[src/rtl/qcw_ocd_multi.sv]
// Multi-channel QCW overcurrent detector: filtered per-channel trip latches driving qcw_halt,
// with peak-hold and raw readback on a picorv-style memory bus.
module qcw_ocd_multi #(
  parameter logic [31:0] BASE_ADDR  = 32'h0000_0000,
  parameter int unsigned NUM_CH     = 2,
  parameter int unsigned ADC_WIDTH  = 10,
  parameter int unsigned ADC_MID    = 512,
  parameter int unsigned FILT_WIDTH = 4
) (
  input  logic                          clk,
  input  logic                          reset,
  input  logic                          mem_valid_i,
  output logic                          mem_ready_o,
  input  logic [31:0]                   mem_addr_i,
  input  logic [31:0]                   mem_wdata_i,
  input  logic [3:0]                    mem_wstrb_i,
  output logic [31:0]                   mem_rdata_o,
  input  logic [NUM_CH*ADC_WIDTH-1:0]   adc_dout,
  input  logic                          qcw_start,
  output logic                          qcw_halt
);

  localparam logic [ADC_WIDTH-1:0]  Mid    = ADC_MID[ADC_WIDTH-1:0];
  localparam logic [31:0]           Span   = 32'h20 + 32'(16 * NUM_CH);
  localparam logic [FILT_WIDTH-1:0] CntMax = '1;

  logic [ADC_WIDTH-1:0]  raw_q   [NUM_CH];
  logic [ADC_WIDTH-1:0]  abs_q   [NUM_CH];
  logic [ADC_WIDTH-1:0]  abs_d   [NUM_CH];
  logic [ADC_WIDTH-1:0]  limit_q [NUM_CH];
  logic [ADC_WIDTH-1:0]  peak_q  [NUM_CH];
  logic [FILT_WIDTH-1:0] cnt_q   [NUM_CH];
  logic [FILT_WIDTH-1:0] cnt_d   [NUM_CH];
  logic [FILT_WIDTH:0]   cnt_p1  [NUM_CH];

  logic [NUM_CH-1:0]     trip_q, trip_d, trip_set, status_clr, over;
  logic [NUM_CH-1:0]     mask_q, limit_we, peak_clr;
  logic                  en_q;
  logic [FILT_WIDTH-1:0] filt_q;
  logic [FILT_WIDTH:0]   filt_eff;
  logic                  proc_q, start_q, start_rise;

  logic [31:0] off, rd_val, ctrl_rd;
  logic        addressed, first, wr, ctrl_we, status_we, filt_we;
  logic        unused_wdata;

  assign unused_wdata = ^mem_wdata_i;

  // Bus decode; offset arithmetic also rejects addresses below the base via wrap-around.
  always_comb begin
    off       = mem_addr_i - BASE_ADDR;
    addressed = mem_valid_i && (off < Span);
    first     = addressed && !proc_q;
    wr        = first && (mem_wstrb_i != 4'b0);
    ctrl_we   = wr && (off[31:2] == 30'd0);
    status_we = wr && (off[31:2] == 30'd1);
    filt_we   = wr && (off[31:2] == 30'd2);

    ctrl_rd              = '0;
    ctrl_rd[0]           = en_q;
    ctrl_rd[8 +: NUM_CH] = mask_q;

    rd_val = '0;
    if (off[31:2] == 30'd0) rd_val = ctrl_rd;
    if (off[31:2] == 30'd1) rd_val = 32'(trip_q);
    if (off[31:2] == 30'd2) rd_val = 32'(filt_q);

    limit_we = '0;
    peak_clr = '0;
    for (int c = 0; c < NUM_CH; c++) begin
      if (off[31:4] == 28'(c + 2)) begin
        limit_we[c] = wr && (off[3:2] == 2'd0);
        peak_clr[c] = wr && (off[3:2] == 2'd1);
        case (off[3:2])
          2'd0:    rd_val = 32'(limit_q[c]);
          2'd1:    rd_val = 32'(peak_q[c]);
          2'd2:    rd_val = 32'(raw_q[c]);
          default: rd_val = '0;
        endcase
      end
    end
  end

  // Filter and trip evaluation on the registered deviation.
  always_comb begin
    filt_eff   = (filt_q == '0) ? (FILT_WIDTH + 1)'(1) : {1'b0, filt_q};
    status_clr = status_we ? mem_wdata_i[NUM_CH-1:0] : '0;
    start_rise = qcw_start && !start_q;
    over       = '0;
    trip_set   = '0;
    for (int c = 0; c < NUM_CH; c++) begin
      abs_d[c]  = (raw_q[c] > Mid) ? raw_q[c] - Mid : Mid - raw_q[c];
      over[c]   = abs_q[c] >= limit_q[c];
      cnt_p1[c] = {1'b0, cnt_q[c]} + (FILT_WIDTH + 1)'(1);
      cnt_d[c]  = '0;
      if (over[c] && !mask_q[c]) begin
        cnt_d[c] = cnt_p1[c][FILT_WIDTH] ? CntMax : cnt_p1[c][FILT_WIDTH-1:0];
      end
      trip_set[c] = over[c] && !mask_q[c] && en_q && (cnt_p1[c] >= filt_eff);
    end
    // A trip being set wins over a simultaneous software clear.
    trip_d = (trip_q & ~status_clr) | trip_set;
  end

  always_ff @(posedge clk or posedge reset) begin
    if (reset) begin
      proc_q      <= 1'b0;
      mem_ready_o <= 1'b0;
      mem_rdata_o <= '0;
      start_q     <= 1'b0;
      trip_q      <= '0;
      qcw_halt    <= 1'b0;
      en_q        <= 1'b1;
      mask_q      <= '0;
      filt_q      <= FILT_WIDTH'(1);
      for (int c = 0; c < NUM_CH; c++) begin
        raw_q[c]   <= '0;
        abs_q[c]   <= '0;
        cnt_q[c]   <= '0;
        limit_q[c] <= '1;
        peak_q[c]  <= '0;
      end
    end else begin
      proc_q      <= addressed;
      mem_ready_o <= first;
      mem_rdata_o <= first ? rd_val : '0;
      start_q     <= qcw_start;
      trip_q      <= trip_d;
      qcw_halt    <= |trip_d;
      if (ctrl_we) begin
        en_q   <= mem_wdata_i[0];
        mask_q <= mem_wdata_i[8 +: NUM_CH];
      end
      if (filt_we) filt_q <= mem_wdata_i[FILT_WIDTH-1:0];
      for (int c = 0; c < NUM_CH; c++) begin
        raw_q[c] <= adc_dout[c*ADC_WIDTH +: ADC_WIDTH];
        abs_q[c] <= abs_d[c];
        cnt_q[c] <= cnt_d[c];
        if (limit_we[c]) limit_q[c] <= mem_wdata_i[ADC_WIDTH-1:0];
        // Pulse start and software clear both beat a same-cycle peak capture.
        if (start_rise || peak_clr[c]) peak_q[c] <= '0;
        else if (abs_q[c] > peak_q[c]) peak_q[c] <= abs_q[c];
      end
    end
  end

endmodule

[config.mk]
export PLATFORM = sky130hd
export DESIGN_NAME = qcw_ocd_multi
export DESIGN_NICKNAME = d
export VERILOG_FILES = /design/src/rtl/qcw_ocd_multi.sv
export SDC_FILE = /design/constraint.sdc
export NUM_CORES = 1
export LEC_CHECK = 0
export CAP_MARGIN = 20
export CORE_MARGIN = 3
export CORE_UTILIZATION = 52
export CTS_CLUSTER_DIAMETER = 100
export CTS_CLUSTER_SIZE = 16
export DETAILED_ROUTE_END_ITERATION = 16
export HOLD_SLACK_MARGIN = 0.12
export PLACE_DENSITY_LB_ADDON = 0.3
export SLEW_MARGIN = 20
export SYNTH_ARGS = -nofsm -noshare
export SYNTH_HDL_FRONTEND = slang
export SYNTH_SLANG_ARGS = --single-unit
export TNS_END_PERCENT = 20
[constraint.sdc]
create_clock -name clk -period 3.65 [get_ports clk]
set_input_delay 0.365 -clock clk [delete_from_list [all_inputs] [get_ports clk]]
set_output_delay 0.365 -clock clk [all_outputs]
set_load 0.02 [all_outputs]
== Yosys cells after proc, flatten, opt, wreduce, memory -nomap -nowiden ==
Index checks and enable logic that the tools add are counted.
Storage, ports and cells
  register bits after elaboration: 133
  latch bits: 0
  bits in writable memories: 0
  bits in read-only memories: 0
  logic and storage cells: 95
  memories: 0
Operators by class
  add/subtract/negate cells: 6
  multipliers: 0
  divide/modulo/power cells: 0
  $lt $le $gt $ge: 9
  eq/ne operators: 6
  shift operators: 0
  mux-type cells: 24
  bitwise gates (word level): 3
  reductions and logical operators: 28
Operator list (count)
  two-way mux 32 bit: 5
  two-way mux 10 bit: 7
  case mux 10 bit (3 select lines): 2
  == test 28 x 2 -> 1 bit, second input constant: 2
  less-than comparator 32 x 7 -> 1 bit, second input constant: 1
  == test 30 x 1 -> 1 bit, second input constant: 1
  == test 30 x 2 -> 1 bit, second input constant: 1
  logical NOT 30 bit: 1
  greater-or-equal comparator 10 bit: 2
  greater-than comparator 10 bit: 2
  greater-than comparator 10 bit, second input constant: 2
  two-way mux 4 bit: 5
  subtractor 10 bit, first input constant: 2
  subtractor 10 bit, second input constant: 2
  logical AND 1 bit: 15
  adder 4 x 1 -> 5 bit, second input constant: 2
  greater-or-equal comparator 5 x 4 -> 1 bit: 2
  logical NOT 1 bit: 4
  logical NOT 4 bit: 1
  two-way mux 1 bit: 4
  nonzero test 2 bit: 2
  nonzero test 4 bit: 1
  AND 2 bit: 1
  == test 2 x 1 -> 1 bit, second input constant: 1
  other kinds (7): 8

== Longest topological paths before layout ==
  word-level depth: 10
  mapped depth: 8
  depth with buffers taken out: 8

== Least setup slack after synthesis ==
Ideal clock, no wire load.
  path kind: input port to flip-flop
  start point: input port mem_addr_i[6]
  end point: register limit_q[0] (netlist bit)
  data arrival time: 1.933 ns
  path slack: 1.634 ns
  stages on the path: 5
  cell sequence: nor4_2 -> and4_4 -> nand3_4 -> nor4_4 -> mux2_2
Between the ends
  cells in the longest elaborated chain, start to end: 6
Ends and longest elaborated chain
  start, declared: line 14  | input logic [31:0] mem_addr_i,
  less-than comparator 32 x 7 -> 1 bit: line 52  | addressed = mem_valid_i && (off < Span);
  logical AND 1 bit: line 52
  logical AND 1 bit: line 53  | first = addressed && !proc_q;
  logical AND 1 bit: line 54  | wr = first && (mem_wstrb_i != 4'b0);
  logical AND 1 bit: line 72  | limit_we[c] = wr && (off[3:2] == 2'd0);
  two-way mux 1 bit *: line 71  | if (off[31:4] == 28'(c + 2)) begin
  end signal, assigned by index: line 139  | if (limit_we[c]) limit_q[c] <= mem_wdata_i[ADC_WIDTH-1:0];
  end, declared: line 30  | logic [ADC_WIDTH-1:0] limit_q [NUM_CH];
Mark *: on every way between the ends. The rest lies on a longest branch, timed or not.
A chain may end at the register's enable or synchronous reset.

== Worst setup path after layout ==
  start point: input port mem_addr_i[6]
  end point: register limit_q[7] (netlist bit)
The elaborated chain is that of the path after synthesis.

==> impl_table.tex <==
\begin{tabular}{lr}
\hline
Metric & Value \\
\hline
\multicolumn{2}{l}{\textbf{Floorplan}} \\
\quad Die X-Extent & 116 um \\
\quad Starting Density & 0.544 \\
\quad Core area & 11700 um2 \\
\quad Area enclosed by the die boundary & 13600 um2 \\
\quad DIE HEIGHT & 116 um \\
\quad Boundary Pins & 126 \\
\quad Site Rows & 39 \\
\multicolumn{2}{l}{\textbf{Logic synthesis}} \\
\quad Count of warnings emitted by yosys & 0 \\
\quad Number of synthesized register bits & 111 \\
\quad Synth area leader & sky130\_fd\_sc\_hd\_\_dfrtp\_1 \\
\quad Share of the yosys chip area belonging to registers & 0.442 \\
\quad Count of flip-flops with a built-in enable after synthesis & 0 \\
\quad Ranking of synthesized cells by instance count & 89 x sky130\_fd\_sc\_hd\_\_dfrtp\_1, 53 x sky130\_fd\_sc\_hd\_\_o21ai\_0, 52 x sky130\_fd\_sc\_hd\_\_ha\_1 \\
\quad Synthesized area divided by synthesized cell count & 10.2 um2 \\
\quad Dominant cells by area after synthesis & sky130\_fd\_sc\_hd\_\_dfrtp\_1 35\%, sky130\_fd\_sc\_hd\_\_ha\_1 10\%, sky130\_fd\_sc\_hd\_\_dfstp\_2 9.1\%, sky130\_fd\_sc\_hd\_\_mux2\_2 4.8\%, sky130\_fd\_sc\_hd\_\_o21ai\_0 4.2\% \\
\quad Library cells used by synthesis & 63 \\
\quad Main synth FF type & sky130\_fd\_sc\_hd\_\_dfrtp\_1 \\
\quad Post-synthesis instance area & 6340 um2 \\
\quad Post-synthesis cell count & 620 \\
\quad Most frequent cell after synthesis & sky130\_fd\_sc\_hd\_\_dfrtp\_1 \\
\quad Fraction of synthesized cell area taken by the top area cell type & 0.351 \\
\quad Asr flop ratio synth & 1.00 \\
\multicolumn{2}{l}{\textbf{Setup path}} \\
\quad CP Class & in -> reg \\
\quad Gate family responsible for the most delay along the worst path & simple AND/OR/NAND/NOR gates \\
\quad Maximum single-stage delay on the critical path & 700 ps \\
\quad Number of buffers and inverters on the critical path & 1 \\
\quad Data required, critical path & 3940 ps \\
\quad Worst Path Max Fanout & 10 \\
\quad Critical path capture point type & flip-flop \\
\quad Nature of the critical path startpoint & input port \\
\quad List of cells traversed by the critical path & clkdlybuf4s50\_1 > nor4\_2 > and4\_4 > nand3\_4 > nor4\_4 > mux2\_2 \\
\quad Data arrival at the endpoint of the critical path & 2720 ps \\
\quad Crit path max-delay cell type & sky130\_fd\_sc\_hd\_\_nor4\_4 \\
\multicolumn{2}{l}{\textbf{Timing}} \\
\quad Maximum clock frequency & 0.412 GHz \\
\quad Final hold vios & 0 \\
\quad Max transition margin & 0.347 \\
\quad Share of the cycle needed by the critical path after routing & 0.665 \\
\quad Final setup violation count & 0 \\
\quad Worst Max-Slew Pin Slew & 974 ps \\
\quad Clk\_skew & 10.9 ps \\
\quad Setup repair after global routing missed its margin & false \\
\quad Total count of max-transition violations in the final report & 0 \\
\quad Setup tns final & 0 ps \\
\quad Fin crit period & 2430 ps \\
\multicolumn{2}{l}{\textbf{Cells and area}} \\
\quad Filler Cells Inserted & 895 \\
\quad Count of antenna diodes in the layout & 0 \\
\quad Final standard cell count with taps included and fillers excluded & 854 \\
\quad Fraction of final layout cells sized beyond drive strength 1 & 0.131 \\
\quad Synth-to-Final Area Change & 19.2\% \\
\quad NumNets Final & 850 \\
\multicolumn{2}{l}{\textbf{Worst hold path}} \\
\quad Classification of the worst-slack hold path & in -> async \\
\multicolumn{2}{l}{\textbf{GRT}} \\
\quad Global-route track usage on met2 & 0.388 \\
\quad Met3 usage in global routing & 0.0461 \\
\quad GRT Residual Overflow & 0 \\
\quad Highest-utilization routing layer at the global route stage & met2 \\
\quad Combined global-route utilization of all metal layers & 0.246 \\
\quad Met1 track utilization from global routing & 0.337 \\
\quad First-pass GRT wire length & 25400 um \\
\quad Pin count of the biggest net entering global routing & 67 \\
\quad Vias in the first global route & 4999 \\
\quad Initial antenna violation count & 0 \\
\multicolumn{2}{l}{\textbf{Job}} \\
\quad Count of max-cap constraint violations & 0 \\
\multicolumn{2}{l}{\textbf{Pwr}} \\
\quad Total Power Consumption & 0.00361 W \\
\quad Relative contribution of combinational cells to total power & 0.304 \\
\quad Power share of the clock group & 0.273 \\
\quad Static Leakage & 3.20 nW \\
\quad Maximum vdd drop & 0.357 mV \\
\quad Switching power share of the total & 0.353 \\
\quad Power density over the cells & 477 nW/um2 \\
\quad Internal & 0.00233 W \\
\quad Sequential power share & 0.423 \\
\quad Net switching power & 0.00127 W \\
\multicolumn{2}{l}{\textbf{Place}} \\
\quad Count of input and output buffers & 79 \\
\quad Half-perimeter wire length after placement & 12100 um \\
\quad RePlAce Congestion & 0.910 \\
\quad Number of placed instances, taps included & 838 \\
\multicolumn{2}{l}{\textbf{Drt}} \\
\quad Total number of vias & 5065 \\
\quad DR DRC count & 0 \\
\quad Number of nets with antenna violations after detailed routing & 0 \\
\quad Via-per-instance ratio & 5.93 \\
\quad Routed wire per std cell & 18.5 um \\
\quad Count of routing violations after the opening detailed-route iteration & 500 \\
\quad Detailed-routing iteration count for the pre-antenna-repair pass & 4 \\
\quad Total Routed Length & 15800 um \\
\multicolumn{2}{l}{\textbf{Clocking}} \\
\quad Post-CTS repair timing setup buffer count & 0 \\
\quad Count of hold buffers inserted by post-cts repair & 0 \\
\quad TritonCTS clock tree & built \\
\quad Insertion delay to the later sink of the worst-skew pair & 360 ps \\
\quad H-tree depth & 3 \\
\quad CTS buffer count & 9 \\
\quad Clk slew on worst S/H paths & 80 ps \\
\quad CTS root buf & sky130\_fd\_sc\_hd\_\_clkbuf\_16 \\
\quad Number of resized instances in the post-cts repair step & 0 \\
\quad Buffers from clock root to sink, at most & 2 \\
\quad CTS Sinks & 111 \\
\multicolumn{2}{l}{\textbf{Outcome}} \\
\quad Run status & completed \\
\hline
\end{tabular}
[logic make-up (layout without fill, tap and decap cells)]
| kind of cell | after synthesis | after routing | share of synthesized area |
|---|---|---|---|
| xor gates and xnor gates | 18 | 18 | 0.0248 |
| DFF | 111 | 111 | 0.442 |
| and+or+nand+nor | 162 | 162 | 0.140 |
| muxes | 46 | 46 | 0.0818 |
| AOI/OAI and AO/OA | 145 | 145 | 0.144 |
| adders and majority gates | 52 | 52 | 0.103 |
| other | 1 | 22 | 0.000591 |
| buffers and inverters | 85 | 155 | 0.0647 |
[per-layer routing]
metal | share of wire | vias up
met3 | 0.067 | 37
met4 | 0.029 | 0
met1 | 0.43 | 2442
met2 | 0.47 | 226
met5 | 0 | -
li1 | - | 2360
[area by class of cell]
class                   count  area (um2)  share of cell area
clock buffers              10         239              0.0316
clock inverters             6        61.3             0.00811
inverters                  50         190              0.0252
multi-input cells         445        3210               0.424
flip-flops and latches    111        2810               0.371
well taps                 143         179              0.0237
repair buffers             89         878               0.116
[layout by cell type, fill, tap and decap left out, drive strengths merged, types with 3 or more instances in the layout]
master         count
dfrtp             89
and2               3
nor2b              8
clkdlybuf4s50     79
a22oi              6
o2111a             3
nor3               9
and4               3
nand2b             8
mux2i             17
a22o               3
nor4              14
ha                52
and3               3
or3                4
inv               53
mux2              27
xor2               8
buf               10
a211oi            12
o21ai             56
conb              22
o31ai              6
nand2             44
a21oi             35
or4                3
dfstp             22
nor2              26
clkbuf            10
o41ai              3
xnor2             10
nand3             29
[state kept, by name (all words and copies together), names as in the netlist]
name         count
peak_q          20
filt_q           4
proc_q           1
cnt_q            8
en_q             1
start_q          1
mem_rdata_o     10
qcw_halt         1
abs_q           20
limit_q         20
raw_q           20
mem_ready_o      1
trip_q           2
mask_q           2
[through the flow]
stage	hold WS (ps)	area (um2)	worst slack, ps	utilization
4_1_cts	426	7560	1220	0.648
3_3_place_gp	493	7260	872	0.623
5_1_grt	420	7560	1050	0.648
2_1_floorplan	386	6420	391	-
6_report	418	7560	1220	0.648
3_5_place_dp	492	7260	834	0.623
[worst register-to-register path, stage by stage (launching register included)]
cell,delay (ps)
sky130_fd_sc_hd__dfrtp_1,430
sky130_fd_sc_hd__ha_1,370
sky130_fd_sc_hd__nand4_1,150
sky130_fd_sc_hd__o41ai_1,870
sky130_fd_sc_hd__buf_4,280
sky130_fd_sc_hd__o21ai_0,80
sky130_fd_sc_hd__a21oi_1,160
[final timing paths]
check / from / endpoint / slack (ps) / depth (start not counted)
min reg2reg: raw_q[5]$_DFF_PP0_ / abs_q[5]$_DFF_PP0_ / 510 / 1
min in group clk: adc_dout[11] / raw_q[1]$_DFF_PP0_ / 430 / 1
min: reset / mem_ready_o$_DFF_PP0_ / 420 / 2
max reg2reg: abs_q[5]$_DFF_PP0_ / peak_q[6]$_DFFE_PP0P_ / 1230 / 6
max in group asynchronous: reset / limit_q[12]$_DFFE_PP1P_ / 2440 / 3
max: mem_addr_i[6] / limit_q[7]$_DFFE_PP1P_ / 1220 / 6
[power groups by stage]
stage / combinational (W) / sequential [W] / clock, W
after floorplan: 0.000771 / 0.00148 / 0
after global placement: 0.00102 / 0.00154 / 0
after detailed placement: 0.00108 / 0.00154 / 0
after CTS: 0.00109 / 0.00152 / 0.00100
after global routing: 0.00125 / 0.00154 / 0.00105
final: 0.00110 / 0.00153 / 0.000984
No activity file was read; power rests on OpenSTA's default activity.
